$ cat src/rtl/life_engine.sv
// Conway's Game of Life engine for an 8x8 board.
//
// The current generation lives in `grid` and feeds the display scanner. A
// `step` request in IDLE starts a scan. The scan evaluates one cell per cycle
// into a shadow `next` buffer while `grid` holds still. A single COMMIT cycle
// then copies `next` into `grid` in one edge, so the display never sees a
// half-updated board.
//
// Parameters
//   WRAP       1: toroidal board (edges wrap). 0: off-board cells count as dead.
//   SEED       board value loaded by reset.
//
// Ports
//   clk        system clock; all state updates on posedge
//   _rst       asynchronous active-low reset
//   step       request one generation (sampled in IDLE only)
//   load       write load_data into grid row load_row (IDLE only; wins over step)
//   load_row   row index for load
//   load_data  row contents for load; bit c = column c
//   grid       current generation; bit 8r+c = cell (r,c)
//   busy       high while a generation is being computed (state != IDLE)
//   done       one-cycle pulse in the cycle after a generation is committed
//   gen_count  committed generations since reset (wraps at 16 bits)
module life_engine #(
    parameter bit          WRAP = 1'b1,
    parameter logic [63:0] SEED = 64'h0000_0000_0007_0402
) (
    input  logic        clk,
    input  logic        _rst,
    input  logic        step,
    input  logic        load,
    input  logic [2:0]  load_row,
    input  logic [7:0]  load_data,
    output logic [63:0] grid,
    output logic        busy,
    output logic        done,
    output logic [15:0] gen_count
);

    typedef enum logic [1:0] {
        StIdle,
        StScan,
        StCommit
    } state_e;

    state_e      state_q, state_d;
    logic [63:0] grid_q, grid_d;
    logic [63:0] next_q, next_d;
    logic [5:0]  idx_q, idx_d;
    logic        done_q, done_d;
    logic [15:0] gen_q, gen_d;

    logic [2:0]  cur_row;
    logic [2:0]  cur_col;
    logic [3:0]  n_count;
    logic        alive;
    logic        cell_next;

    // Value of cell (r,c) of board g. Coordinates arrive as signed ints so a
    // step off either edge is visible. Taking the low three bits of a two's
    // complement value is exactly modulo 8, which gives the toroidal wrap.
    function automatic logic cell_at(input logic [63:0] g, input int r, input int c);
        logic v;
        v = 1'b0;
        if (WRAP) begin
            v = g[{r[2:0], c[2:0]}];
        end else if (r >= 0 && r <= 7 && c >= 0 && c <= 7) begin
            v = g[{r[2:0], c[2:0]}];
        end
        return v;
    endfunction

    assign cur_row = idx_q[5:3];
    assign cur_col = idx_q[2:0];
    assign alive   = grid_q[idx_q];

    // Live-neighbour count of the cell under the scan index, over the 3x3
    // window minus the centre.
    always_comb begin
        n_count = '0;
        for (int dr = -1; dr <= 1; dr++) begin
            for (int dc = -1; dc <= 1; dc++) begin
                if (dr != 0 || dc != 0) begin
                    n_count = n_count +
                              {3'b000, cell_at(grid_q, int'(cur_row) + dr, int'(cur_col) + dc)};
                end
            end
        end
    end

    assign cell_next = (n_count == 4'd3) | (alive & (n_count == 4'd2));

    // Next-state logic. Every register holds its value by default; done is a
    // pulse and defaults low.
    always_comb begin
        state_d = state_q;
        grid_d  = grid_q;
        next_d  = next_q;
        idx_d   = idx_q;
        gen_d   = gen_q;
        done_d  = 1'b0;

        unique case (state_q)
            StIdle: begin
                // A load takes the edge; a step arriving with it is dropped.
                if (load) begin
                    grid_d[{load_row, 3'b000} +: 8] = load_data;
                end else if (step) begin
                    state_d = StScan;
                    idx_d   = 6'd0;
                end
            end
            StScan: begin
                // All 64 cells are rewritten every scan, so next needs no
                // clearing between generations.
                next_d[idx_q] = cell_next;
                idx_d         = idx_q + 6'd1;
                if (idx_q == 6'd63) begin
                    state_d = StCommit;
                end
            end
            StCommit: begin
                grid_d  = next_q;
                gen_d   = gen_q + 16'd1;
                done_d  = 1'b1;
                idx_d   = 6'd0;
                state_d = StIdle;
            end
            default: begin
                state_d = StIdle;
            end
        endcase
    end

    always_ff @(posedge clk or negedge _rst) begin
        if (!_rst) begin
            state_q <= StIdle;
            grid_q  <= SEED;
            next_q  <= '0;
            idx_q   <= '0;
            gen_q   <= '0;
            done_q  <= 1'b0;
        end else begin
            state_q <= state_d;
            grid_q  <= grid_d;
            next_q  <= next_d;
            idx_q   <= idx_d;
            gen_q   <= gen_d;
            done_q  <= done_d;
        end
    end

    assign grid      = grid_q;
    assign busy      = (state_q != StIdle);
    assign done      = done_q;
    assign gen_count = gen_q;

endmodule

$ cat config.mk
export PLATFORM = sky130hd
export DESIGN_NAME = life_engine
export DESIGN_NICKNAME = d
export VERILOG_FILES = /design/src/rtl/life_engine.sv
export SDC_FILE = /design/constraint.sdc
export NUM_CORES = 1
export LEC_CHECK = 0
export CORE_MARGIN = 2
export CORE_UTILIZATION = 40
export DETAILED_ROUTE_END_ITERATION = 10
export HOLD_SLACK_MARGIN = 0.03
export SYNTH_ARGS = -nofsm -noshare
export SYNTH_HDL_FRONTEND = slang
export SYNTH_SLANG_ARGS = --single-unit
$ cat constraint.sdc
create_clock -name clk -period 11.87 [get_ports clk]
set_clock_uncertainty 0.15 [all_clocks]
set_input_delay 3.561 -clock clk [delete_from_list [all_inputs] [get_ports clk]]
set_output_delay 3.561 -clock clk [all_outputs]
set_load 0.02 [all_outputs]
==> results of run 1 <==
[registers in the layout, summed over array words and instances (netlist names)]
signal	flops
grid	64
next_q	64
gen_count	16
idx_q	6
state_q	2
done	1
[path summary, 6_finish.rpt]
| kind | start | endpoint | slack, ps | cells after the start |
|---|---|---|---|---|
| worst max-delay path | idx_q[0]$_DFFE_PN0P_ | next_q[44]$_DFFE_PN0P_ | 4860 | 20 |
| worst min-delay path | next_q[49]$_DFFE_PN0P_ | grid[49]$_DFFE_PN0P_ | 320 | 2 |
| worst max register to register | idx_q[0]$_DFFE_PN0P_ | next_q[44]$_DFFE_PN0P_ | 4860 | 20 |
| worst min register to register | next_q[49]$_DFFE_PN0P_ | grid[49]$_DFFE_PN0P_ | 320 | 2 |
| max in group asynchronous | _rst | idx_q[0]$_DFFE_PN0P_ | 7100 | 2 |
| min in group asynchronous | _rst | grid[59]$_DFFE_PN0P_ | 2990 | 1 |
[through the flow]
| step | cells | hold slack [ps] |
|---|---|---|
| global route | 1252 | 352 |
| CTS | 1252 | 330 |
| global placement | 1220 | 304 |
| finish | 1252 | 322 |
| floorplan | 892 | 294 |
| detailed placement | 1220 | 312 |
[cell type report]
cell class / instances / area share (%)
Clock inverter: 14 / 1.96
Clock buffer: 18 / 4.02
Multi-Input combinational cell: 656 / 44.3
Timing Repair Buffer: 105 / 9.64
Tap cell: 280 / 3.28
Sequential cell: 153 / 35.9
Inverter: 26 / 0.914
[layer usage]
metal / GRT usage [%] / part of all wire, %
met1: 35.4 / 48
met2: 34.0 / 44
met3: 4.73 / 6.1
met4: 5.82 / 1.7
met5: 0 / 0
[logic make-up (layout without fill, tap and decap cells)]
kind of cell               Yosys count  after routing  synth area share, %
and+or+nand+nor                    278            278                 13.7
buffers and inverters               83            163                 4.15
muxes                              157            157                 21.7
DFF                                153            153                 43.1
xor gates and xnor gates            19             19                 1.95
adders and majority gates           14             14                 2.31
AOI/OAI and AO/OA                  188            188                 13.1
[worst register-to-register path, delay by kind of cell (launching register included)]
kind                       cells  cell delay [ps]
AOI/OAI and AO/OA              3              490
adders and majority gates      6             2490
xor gates and xnor gates       1              770
DFF                            1              340
and+or+nand+nor                1              170
buffers and inverters          5             1390
muxes                          4             1080
[placed cells by master, fill, tap and decap left out, types with 5 or more instances in the layout]
master	synthesis	final
sky130_fd_sc_hd__dfrtp_1	148	147
sky130_fd_sc_hd__nor2_1	115	115
sky130_fd_sc_hd__mux2i_1	107	107
sky130_fd_sc_hd__clkdlybuf4s50_1	0	95
sky130_fd_sc_hd__nand2_1	88	88
sky130_fd_sc_hd__o21ai_0	66	66
sky130_fd_sc_hd__a21oi_1	31	31
sky130_fd_sc_hd__mux4_2	26	26
sky130_fd_sc_hd__inv_1	25	25
sky130_fd_sc_hd__a31oi_1	24	24
sky130_fd_sc_hd__nand3_1	21	21
sky130_fd_sc_hd__clkbuf_16	0	17
sky130_fd_sc_hd__o31ai_1	16	16
sky130_fd_sc_hd__o21ai_1	15	15
sky130_fd_sc_hd__mux2_1	13	13
sky130_fd_sc_hd__and2_1	12	12
sky130_fd_sc_hd__mux2_2	10	10
sky130_fd_sc_hd__xnor2_1	11	10
sky130_fd_sc_hd__ha_1	10	10
sky130_fd_sc_hd__buf_4	3	9
sky130_fd_sc_hd__a222oi_1	8	8
sky130_fd_sc_hd__xor2_1	7	7
sky130_fd_sc_hd__nor3_1	7	7
sky130_fd_sc_hd__o21a_1	6	6
sky130_fd_sc_hd__nor2b_1	7	6
sky130_fd_sc_hd__a22oi_1	6	6
sky130_fd_sc_hd__and3_1	5	5
sky130_fd_sc_hd__dfstp_2	5	5
==> load_flow_metrics.sql, run 1 <==
INSERT INTO impl_metrics (metric_group, metric, value, unit) VALUES
('sta', 'final-max-slew-violation-count', '0', ''),
('outcome', 'run_status', 'finished clean', ''),
('synth', 'mappedNetlistArea', '0.00890', 'sq mm'),
('die', 'initial_core_util', '40.8', '%'),
('clock_tree', 'cts.clk_slew.worst_paths', '70', 'ps'),
('synth', 'synth_top_area_cells', 'sky130_fd_sc_hd__dfrtp_1, sky130_fd_sc_hd__mux2i_1, sky130_fd_sc_hd__mux4_2', ''),
('worst_setup_path', 'timing.critical_path.cells', 'buf_4 -> inv_2 -> ha_1 -> xnor2_2 -> mux2i_1 -> mux2_2 -> mux2i_1 -> mux4_2 -> fa_1 -> inv_1 -> fa_1 -> fa_1 -> inv_1 -> ha_1 -> fa_1 -> and3_1 -> o21a_1 -> o41ai_4 -> buf_4 -> a21oi_1', ''),
('detailed_routing', 'drt_pass1_iterations', '5', ''),
('sta', 'max_clock_freq', '143', 'MHz'),
('synth', 'syn-mean-instance-area', '9.98', 'sq um'),
('detailed_routing', 'detail-route-antenna-nets', '0', ''),
('detailed_routing', 'drcViolationCount', '0', ''),
('synth', 'synthesis.nets', '921', ''),
('place', 'routabilityCongestion', '0.913', ''),
('sta', 'relative_slew_slack', '25.7', '%'),
('synth', 'ys_seq_elements', '153', ''),
('die', 'dieHeight', '153', 'um'),
('layout', 'area_growth_syn_to_layout', '20.0', '%'),
('clock_tree', 'cts_htree_levels', '4', ''),
('layout', 'insertedDiodeCount', '0', ''),
('synth', 'synth.lib_cells_used.distinct', '59', ''),
('hold_path', 'hold_path_class', 'reg -> reg', ''),
('clock_tree', 'clockRootBuffer', 'sky130_fd_sc_hd__clkbuf_16', ''),
('die', 'boundaryPins', '97', ''),
('die', 'placementRows', '54', ''),
('place', 'placement.setup.worst_slack', '4830', 'ps'),
('clock_tree', 'tritoncts_clock_tree', 'built', ''),
('synth', 'synth-seq-area-share', '43.1', '%'),
('worst_setup_path', 'critPathTopFamily', 'adder cells', ''),
('detailed_routing', 'wl_per_cell', '21.5', 'um'),
('clock_tree', 'source_to_sink_clock_delay_at_the_later_pin_of_the_worst_skew_pair', '440', 'ps'),
('sta', 'timing_hold_violations_final', '0', ''),
('die', 'dieWidth', '153', 'um'),
('layout', 'layout.core_utilization', '48.9', '%'),
('worst_setup_path', 'crit_path_start_kind', 'flop', ''),
('clock_tree', 'post_cts_resized', '0', ''),
('layout', 'layout.area.seq', '0.00384', 'sq mm'),
('clock_tree', 'postCtsHoldBufs', '0', ''),
('layout', 'final_layout_size_suffix_gt1_share', '9.57', '%'),
('synth', 'async_reset_ff_share', '100', '%'),
('clock_tree', 'clkSinkCount', '153', ''),
('worst_setup_path', 'worst-path-max-fanout', '58', ''),
('layout', 'design.final.nets', '988', ''),
('sta', 'setup_slack', '4860', 'ps'),
('sta', 'fin_tns_setup', '0', 'ps'),
('layout', 'layout.cell_area.non_filler', '0.0107', 'sq mm'),
('synth', 'leading_cell_types_by_count_after_synthesis', 'sky130_fd_sc_hd__dfrtp_1, sky130_fd_sc_hd__nor2_1, sky130_fd_sc_hd__mux2i_1, sky130_fd_sc_hd__nand2_1, sky130_fd_sc_hd__o21ai_0', ''),
('place', 'place_area', '0.0100', 'sq mm'),
('global_route', 'global_route_wire_length_before_repair', '42000', 'um'),
('sta', 'finalSetupViolCount', '0', ''),
('die', 'fp.dieArea', '0.0235', 'sq mm'),
('worst_setup_path', 'crit_path_end_kind', 'flop', ''),
('worst_setup_path', 'worst-path-buf-inv', '5', ''),
('global_route', 'grt_overflow_total', '0', ''),
('synth', 'synth_edf_count', '0', ''),
('detailed_routing', 'wirelength', '26900', 'um'),
('die', 'core_area', '0.0218', 'sq mm'),
('place', 'buffer_ports.inserted', '96', ''),
('worst_setup_path', 'cp.required', '12010', 'ps'),
('global_route', 'grt_use_total', '23.3', '%'),
('sta', 'rsz0062_at_grt', 'no', ''),
('synth', 'post-synth-top-count-cell', 'sky130_fd_sc_hd__dfrtp_1', ''),
('synth', 'synth_largest_type_area_fraction', '41.6', '%'),
('detailed_routing', 'detailroute.via_count', '7157', ''),
('layout', 'n_fill_cell', '2057', ''),
('detailed_routing', 'first_iter_violations', '672', ''),
('worst_setup_path', 'cp_slowest_cell', 'sky130_fd_sc_hd__xnor2_2', ''),
('flow_run', 'max-cap-violations', '0', ''),
('worst_setup_path', 'timing.critical_path.arrival', '7150', 'ps'),
('worst_setup_path', 'timing_worst_setup_path_type', 'reg -> reg', ''),
('synth', 'ys_warn_count', '0', '');
Power of run 1 is left out: the tool's default activity adds up to more than one toggle a clock period on the data nets, which glitch-free logic cannot reach.
==> run 2: changes to the inputs <==
- clock period: 11.87 -> 5.7 ns (I/O delays scaled with it)
==> load_flow_metrics.sql, run 2 (synthesized netlist as in run 1, its figures left out) <==
INSERT INTO impl_metrics (metric_group, metric, value, unit) VALUES
('outcome', 'run_status', 'finished clean', ''),
('clock_tree', 'tritoncts_clock_tree', 'built', ''),
('worst_setup_path', 'timing_worst_setup_path_type', 'reg -> reg', ''),
('die', 'initial_core_util', '40.8', '%'),
('layout', 'most_common_cell_after_layout_fill_and_taps_aside', 'sky130_fd_sc_hd__dfrtp_1', ''),
('clock_tree', 'cts.clk_slew.worst_paths', '70', 'ps'),
('die', 'placementRows', '54', ''),
('worst_setup_path', 'worst-path-max-fanout', '6', ''),
('clock_tree', 'source_to_sink_clock_delay_at_the_later_pin_of_the_worst_skew_pair', '430', 'ps'),
('sta', 'final_hold_slack', '326', 'ps'),
('worst_setup_path', 'cp.required', '5840', 'ps'),
('clock_tree', 'clockRootBuffer', 'sky130_fd_sc_hd__clkbuf_16', ''),
('detailed_routing', 'drt_pass1_iterations', '6', ''),
('layout', 'final_layout_size_suffix_gt1_share', '19.0', '%'),
('clock_tree', 'cts_htree_levels', '4', ''),
('sta', 'fin_tns_setup', '0', 'ps'),
('die', 'fp.dieArea', '0.0235', 'sq mm'),
('sta', 'final.period_utilization', '100', '%'),
('global_route', 'grt_overflow_total', '0', ''),
('place', 'place_hpwl', '18600', 'um'),
('place', 'buffer_ports.inserted', '96', ''),
('global_route', 'grt_max_degree', '82', ''),
('clock_tree', 'cts_inserted_buffers', '17', ''),
('worst_setup_path', 'crit_path_start_kind', 'flop', ''),
('clock_tree', 'maximum_count_of_clock_buffers_along_a_single_path', '2', ''),
('sta', 'rsz0062_at_grt', 'yes', ''),
('detailed_routing', 'wirelength', '29300', 'um'),
('layout', 'total_area_of_multi_input_combinational_cells', '0.00508', 'sq mm'),
('sta', 'worst-slew-pin-transition', '940', 'ps'),
('global_route', 'global_route_wire_length_before_repair', '43800', 'um'),
('layout', 'insertedDiodeCount', '0', ''),
('layout', 'layout.area.seq', '0.00384', 'sq mm'),
('layout', 'n_fill_cell', '1882', ''),
('detailed_routing', 'first_iter_violations', '616', ''),
('worst_setup_path', 'crit_path_end_kind', 'flop', ''),
('worst_setup_path', 'timing.critical_path.arrival', '5840', 'ps'),
('sta', 'timing_hold_violations_final', '0', ''),
('sta', 'final_period_minus_worst_setup_slack', '5700', 'ps'),
('die', 'dieWidth', '153', 'um'),
('sta', 'finalSetupViolCount', '0', ''),
('clock_tree', 'clkSinkCount', '153', ''),
('sta', 'max_clock_freq', '176', 'MHz'),
('die', 'boundaryPins', '97', ''),
('die', 'dieHeight', '153', 'um'),
('place', 'routabilityCongestion', '0.962', ''),
('detailed_routing', 'wl_per_cell', '22.4', 'um'),
('global_route', 'first_global_vias', '7242', ''),
('sta', 'relative_slew_slack', '37.1', '%'),
('detailed_routing', 'vias_per_std_cell', '5.87', ''),
('detailed_routing', 'drcViolationCount', '0', ''),
('sta', 'final-max-slew-violation-count', '0', ''),
('layout', 'area_growth_syn_to_layout', '32.4', '%'),
('detailed_routing', 'detail-route-antenna-nets', '0', ''),
('die', 'core_area', '0.0218', 'sq mm'),
('layout', 'layout.core_utilization', '54.0', '%'),
('layout', 'final_cell_mix', 'sky130_fd_sc_hd__dfrtp_1, sky130_fd_sc_hd__nor2_1, sky130_fd_sc_hd__mux2i_1, sky130_fd_sc_hd__clkdlybuf4s50_1, sky130_fd_sc_hd__nand2_1', ''),
('global_route', 'grt_use_total', '24.5', '%'),
('detailed_routing', 'detailroute.via_count', '7688', ''),
('layout', 'design.final.nets', '1046', ''),
('hold_path', 'hold_path_class', 'reg -> reg', ''),
('global_route', 'antenna_found_initial', '0', ''),
('flow_run', 'max-cap-violations', '0', '');
run 2: cell types whose count changed in the layout (fill, tap and decap cells not counted), sizes merged:
cell      before  now
buf           10   64
bufbuf         0    1
bufinv         4    3
clkbuf        18   23
clkinvlp       3    4
inv           31   29
run 2: path summary, 6_finish.rpt:
path	slack [ps]	depth (start not counted)	end	startpoint
min in group asynchronous	1160	1	grid[63]$_DFFE_PN0P_	_rst
setup / recovery	2	20	next_q[60]$_DFFE_PN0P_	idx_q[0]$_DFFE_PN0P_
setup reg to reg	2	20	next_q[60]$_DFFE_PN0P_	idx_q[0]$_DFFE_PN0P_
hold / removal	330	2	grid[30]$_DFFE_PN0P_	next_q[30]$_DFFE_PN0P_
hold reg to reg	330	2	grid[30]$_DFFE_PN0P_	next_q[30]$_DFFE_PN0P_
max in group asynchronous	3380	2	grid[34]$_DFFE_PN0P_	_rst
run 2: area by class of cell:
class	instances	share of cell area [%]
well taps	280	2.97
clock inverters	12	1.39
multi-input cells	656	43.2
repair buffers	163	15.2
flip-flops and latches	153	32.6
clock buffers	20	3.88
inverters	26	0.828
run 2: critical path: stages (launching register included):
cell                       delay [ps]
sky130_fd_sc_hd__dfrtp_2          440
sky130_fd_sc_hd__buf_12           140
sky130_fd_sc_hd__ha_4             170
sky130_fd_sc_hd__xor2_4           170
sky130_fd_sc_hd__buf_12           150
sky130_fd_sc_hd__mux4_2           540
sky130_fd_sc_hd__o21a_1           190
sky130_fd_sc_hd__mux4_2           460
sky130_fd_sc_hd__fa_1             500
sky130_fd_sc_hd__inv_2             40
sky130_fd_sc_hd__fa_1             490
sky130_fd_sc_hd__fa_1             550
sky130_fd_sc_hd__inv_1             50
sky130_fd_sc_hd__ha_2             190
sky130_fd_sc_hd__fa_2             350
sky130_fd_sc_hd__and3_4           180
sky130_fd_sc_hd__o21a_4           210
sky130_fd_sc_hd__buf_6            120
sky130_fd_sc_hd__o311ai_4         180
sky130_fd_sc_hd__buf_12           200
sky130_fd_sc_hd__a31oi_2           90
run 2: what timing repair did:
| item | CTS | global route |
|---|---|---|
| gates resized for setup | 22 | 57 |
| cloned | 6 | 3 |
| buffers inserted | 11 | 2 |
| setup endpoints to repair | 28 | 64 |
| hold buffers | 0 | 0 |
| pin swaps | 4 | 19 |
run 2: metal layers:
metal | vias to the layer above | GRT usage, % | share of wire (%)
met5 | - | 0 | 0
met4 | 0 | 7.14 | 2.2
met3 | 42 | 4.62 | 6.9
met2 | 297 | 37.2 | 45
met1 | 3883 | 35.9 | 46
li1 | 3466 | - | -
run 2: metrics by stage:
stage	setup slack [ps]	cells	cell area, sq um
3_3_place_gp	-10.5	1256	10400
2_1_floorplan	4.70	892	8930
4_1_cts	15.3	1305	11400
5_1_grt	-175	1310	11800
3_5_place_dp	-80.6	1256	10400
6_report	2.28	1310	11800
Power of run 2 is left out for the same reason.
==> run 3: changes to the inputs <==
- SETUP_SLACK_MARGIN: default -> 0.15
==> load_flow_metrics.sql, run 3 (synthesized netlist as in run 1, its figures left out) <==
INSERT INTO impl_metrics (metric_group, metric, value, unit) VALUES
('worst_setup_path', 'timing_worst_setup_path_type', 'reg -> reg', ''),
('layout', 'final_layout_size_suffix_gt1_share', '15.0', '%'),
('clock_tree', 'tritoncts_clock_tree', 'built', ''),
('worst_setup_path', 'timing.critical_path.arrival', '5660', 'ps'),
('sta', 'relative_slew_slack', '40.8', '%'),
('die', 'dieWidth', '153', 'um'),
('global_route', 'antenna_found_initial', '0', ''),
('detailed_routing', 'wirelength', '28600', 'um'),
('die', 'boundaryPins', '97', ''),
('sta', 'final-max-slew-violation-count', '0', ''),
('detailed_routing', 'drt_pass1_iterations', '5', ''),
('layout', 'most_common_cell_after_layout_fill_and_taps_aside', 'sky130_fd_sc_hd__dfrtp_1', ''),
('die', 'dieHeight', '153', 'um'),
('clock_tree', 'clkSinkCount', '153', ''),
('layout', 'layout.area.seq', '0.00384', 'sq mm'),
('die', 'initial_core_util', '40.8', '%'),
('detailed_routing', 'drcViolationCount', '0', ''),
('layout', 'design.final.nets', '1023', ''),
('detailed_routing', 'detailroute.via_count', '7511', ''),
('die', 'fp.dieArea', '0.0235', 'sq mm'),
('worst_setup_path', 'crit_path_start_kind', 'flop', ''),
('global_route', 'grt_max_degree', '80', ''),
('worst_setup_path', 'crit_path_end_kind', 'flop', ''),
('detailed_routing', 'vias_per_std_cell', '5.84', ''),
('sta', 'finalSetupViolCount', '0', ''),
('clock_tree', 'cts.clk_slew.worst_paths', '70', 'ps'),
('sta', 'worst-slew-pin-transition', '885', 'ps'),
('flow_run', 'max-cap-violations', '0', ''),
('layout', 'area_growth_syn_to_layout', '26.0', '%'),
('layout', 'insertedDiodeCount', '0', ''),
('place', 'buffer_ports.inserted', '96', ''),
('sta', 'max_clock_freq', '181', 'MHz'),
('global_route', 'global_route_wire_length_before_repair', '43900', 'um'),
('die', 'placementRows', '54', ''),
('detailed_routing', 'first_iter_violations', '674', ''),
('worst_setup_path', 'worst-path-max-fanout', '27', ''),
('detailed_routing', 'detail-route-antenna-nets', '0', ''),
('layout', 'total_area_of_multi_input_combinational_cells', '0.00486', 'sq mm'),
('global_route', 'grt_use_total', '24.7', '%'),
('sta', 'timing_hold_violations_final', '0', ''),
('place', 'place_hpwl', '18800', 'um'),
('sta', 'final_period_minus_worst_setup_slack', '5540', 'ps'),
('clock_tree', 'maximum_count_of_clock_buffers_along_a_single_path', '2', ''),
('sta', 'final.period_utilization', '97.2', '%'),
('die', 'core_area', '0.0218', 'sq mm'),
('detailed_routing', 'wl_per_cell', '22.2', 'um'),
('layout', 'n_fill_cell', '1995', ''),
('clock_tree', 'cts_htree_levels', '4', ''),
('sta', 'fin_tns_setup', '0', 'ps'),
('hold_path', 'hold_path_class', 'reg -> reg', ''),
('outcome', 'run_status', 'finished clean', ''),
('layout', 'final_cell_mix', 'sky130_fd_sc_hd__dfrtp_1, sky130_fd_sc_hd__nor2_1, sky130_fd_sc_hd__mux2i_1, sky130_fd_sc_hd__clkdlybuf4s50_1, sky130_fd_sc_hd__nand2_1', ''),
('clock_tree', 'clockRootBuffer', 'sky130_fd_sc_hd__clkbuf_16', ''),
('place', 'routabilityCongestion', '0.968', ''),
('worst_setup_path', 'cp.required', '5820', 'ps'),
('global_route', 'grt_overflow_total', '0', ''),
('global_route', 'first_global_vias', '7173', ''),
('sta', 'rsz0062_at_grt', 'yes', ''),
('clock_tree', 'cts_inserted_buffers', '17', ''),
('clock_tree', 'source_to_sink_clock_delay_at_the_later_pin_of_the_worst_skew_pair', '430', 'ps');
run 3: cell count changes in the layout (fill, tap and decap cells not counted), moves of 4 or more:
cell                      previous run  this run
sky130_fd_sc_hd__buf_4              43        29
sky130_fd_sc_hd__o31ai_1             2        16
sky130_fd_sc_hd__a21oi_1            19        30
sky130_fd_sc_hd__o31ai_4            11         0
sky130_fd_sc_hd__a21oi_2             9         1
sky130_fd_sc_hd__mux2_1             12         4
sky130_fd_sc_hd__a31oi_1            18        24
sky130_fd_sc_hd__buf_12             12         6
sky130_fd_sc_hd__buf_16              4         0
sky130_fd_sc_hd__mux2_2              9        13
sky130_fd_sc_hd__mux2_4              3         7
run 3: cell type report:
class | instances | area share (%)
Sequential cell | 153 | 34.2
Clock buffer | 19 | 4.04
Inverter | 26 | 0.915
Timing Repair Buffer | 139 | 12.8
Multi-Input combinational cell | 657 | 43.4
Clock inverter | 13 | 1.50
Tap cell | 280 | 3.12
run 3: stage by stage:
stage / hold slack, ps / instances / cell area [sq um] / setup slack (ps) / util [%]
after CTS: 326 / 1285 / 11200 / 150 / 51.1
after detailed placement: 310 / 1239 / 10300 / -4.59 / 47.1
after global placement: 303 / 1239 / 10300 / 33.0 / 47.1
after global routing: 352 / 1287 / 11200 / 4.86 / 51.4
after floorplan: 294 / 892 / 9000 / 167 / -
final: 325 / 1287 / 11200 / 160 / 51.4
run 3: layer usage:
layer / vias to the layer above / track usage [%] / wire length, um
met5: - / 0 / 0
met4: 0 / 8.07 / 813
met3: 54 / 4.71 / 2090
met2: 305 / 36.4 / 12700
met1: 3733 / 36.6 / 13000
li1: 3419 / - / -
run 3: final timing paths:
check | startpoint | to | slack, ps | cells past startpoint
worst max-delay path | idx_q[0]$_DFFE_PN0P_ | next_q[60]$_DFFE_PN0P_ | 160 | 18
worst max register to register | idx_q[0]$_DFFE_PN0P_ | next_q[60]$_DFFE_PN0P_ | 160 | 18
min in group asynchronous | _rst | grid[59]$_DFFE_PN0P_ | 1150 | 1
max in group asynchronous | _rst | grid[10]$_DFFE_PN1P_ | 3340 | 2
worst min register to register | next_q[0]$_DFFE_PN0P_ | grid[0]$_DFFE_PN0P_ | 330 | 2
worst min-delay path | next_q[0]$_DFFE_PN0P_ | grid[0]$_DFFE_PN0P_ | 330 | 2
run 3: critical path, stage by stage (launching register included):
cell and delay (ps):
sky130_fd_sc_hd__dfrtp_2 460, sky130_fd_sc_hd__buf_12 160, sky130_fd_sc_hd__buf_4 130, sky130_fd_sc_hd__mux2_4 300, sky130_fd_sc_hd__mux4_2 520, sky130_fd_sc_hd__o21a_1 220, sky130_fd_sc_hd__mux4_2 460, sky130_fd_sc_hd__fa_1 490
sky130_fd_sc_hd__inv_1 50, sky130_fd_sc_hd__fa_1 460, sky130_fd_sc_hd__fa_1 510, sky130_fd_sc_hd__inv_2 50, sky130_fd_sc_hd__ha_4 160, sky130_fd_sc_hd__fa_2 350, sky130_fd_sc_hd__and3_4 180, sky130_fd_sc_hd__o21a_4 240
sky130_fd_sc_hd__o41ai_4 130, sky130_fd_sc_hd__buf_12 260, sky130_fd_sc_hd__a31oi_1 100
run 3: what timing repair did:
item                                    in CTS  in global routing
endpoints found under the hold margin        0                  0
hold buffers                                 0                  0
setup buffers                                8                  2
endpoints found under the setup margin      64                 64
pin swaps                                    6                  0
gates cloned                                 6                  0
resized for setup                           19                 13
Power of run 3 is left out for the same reason.
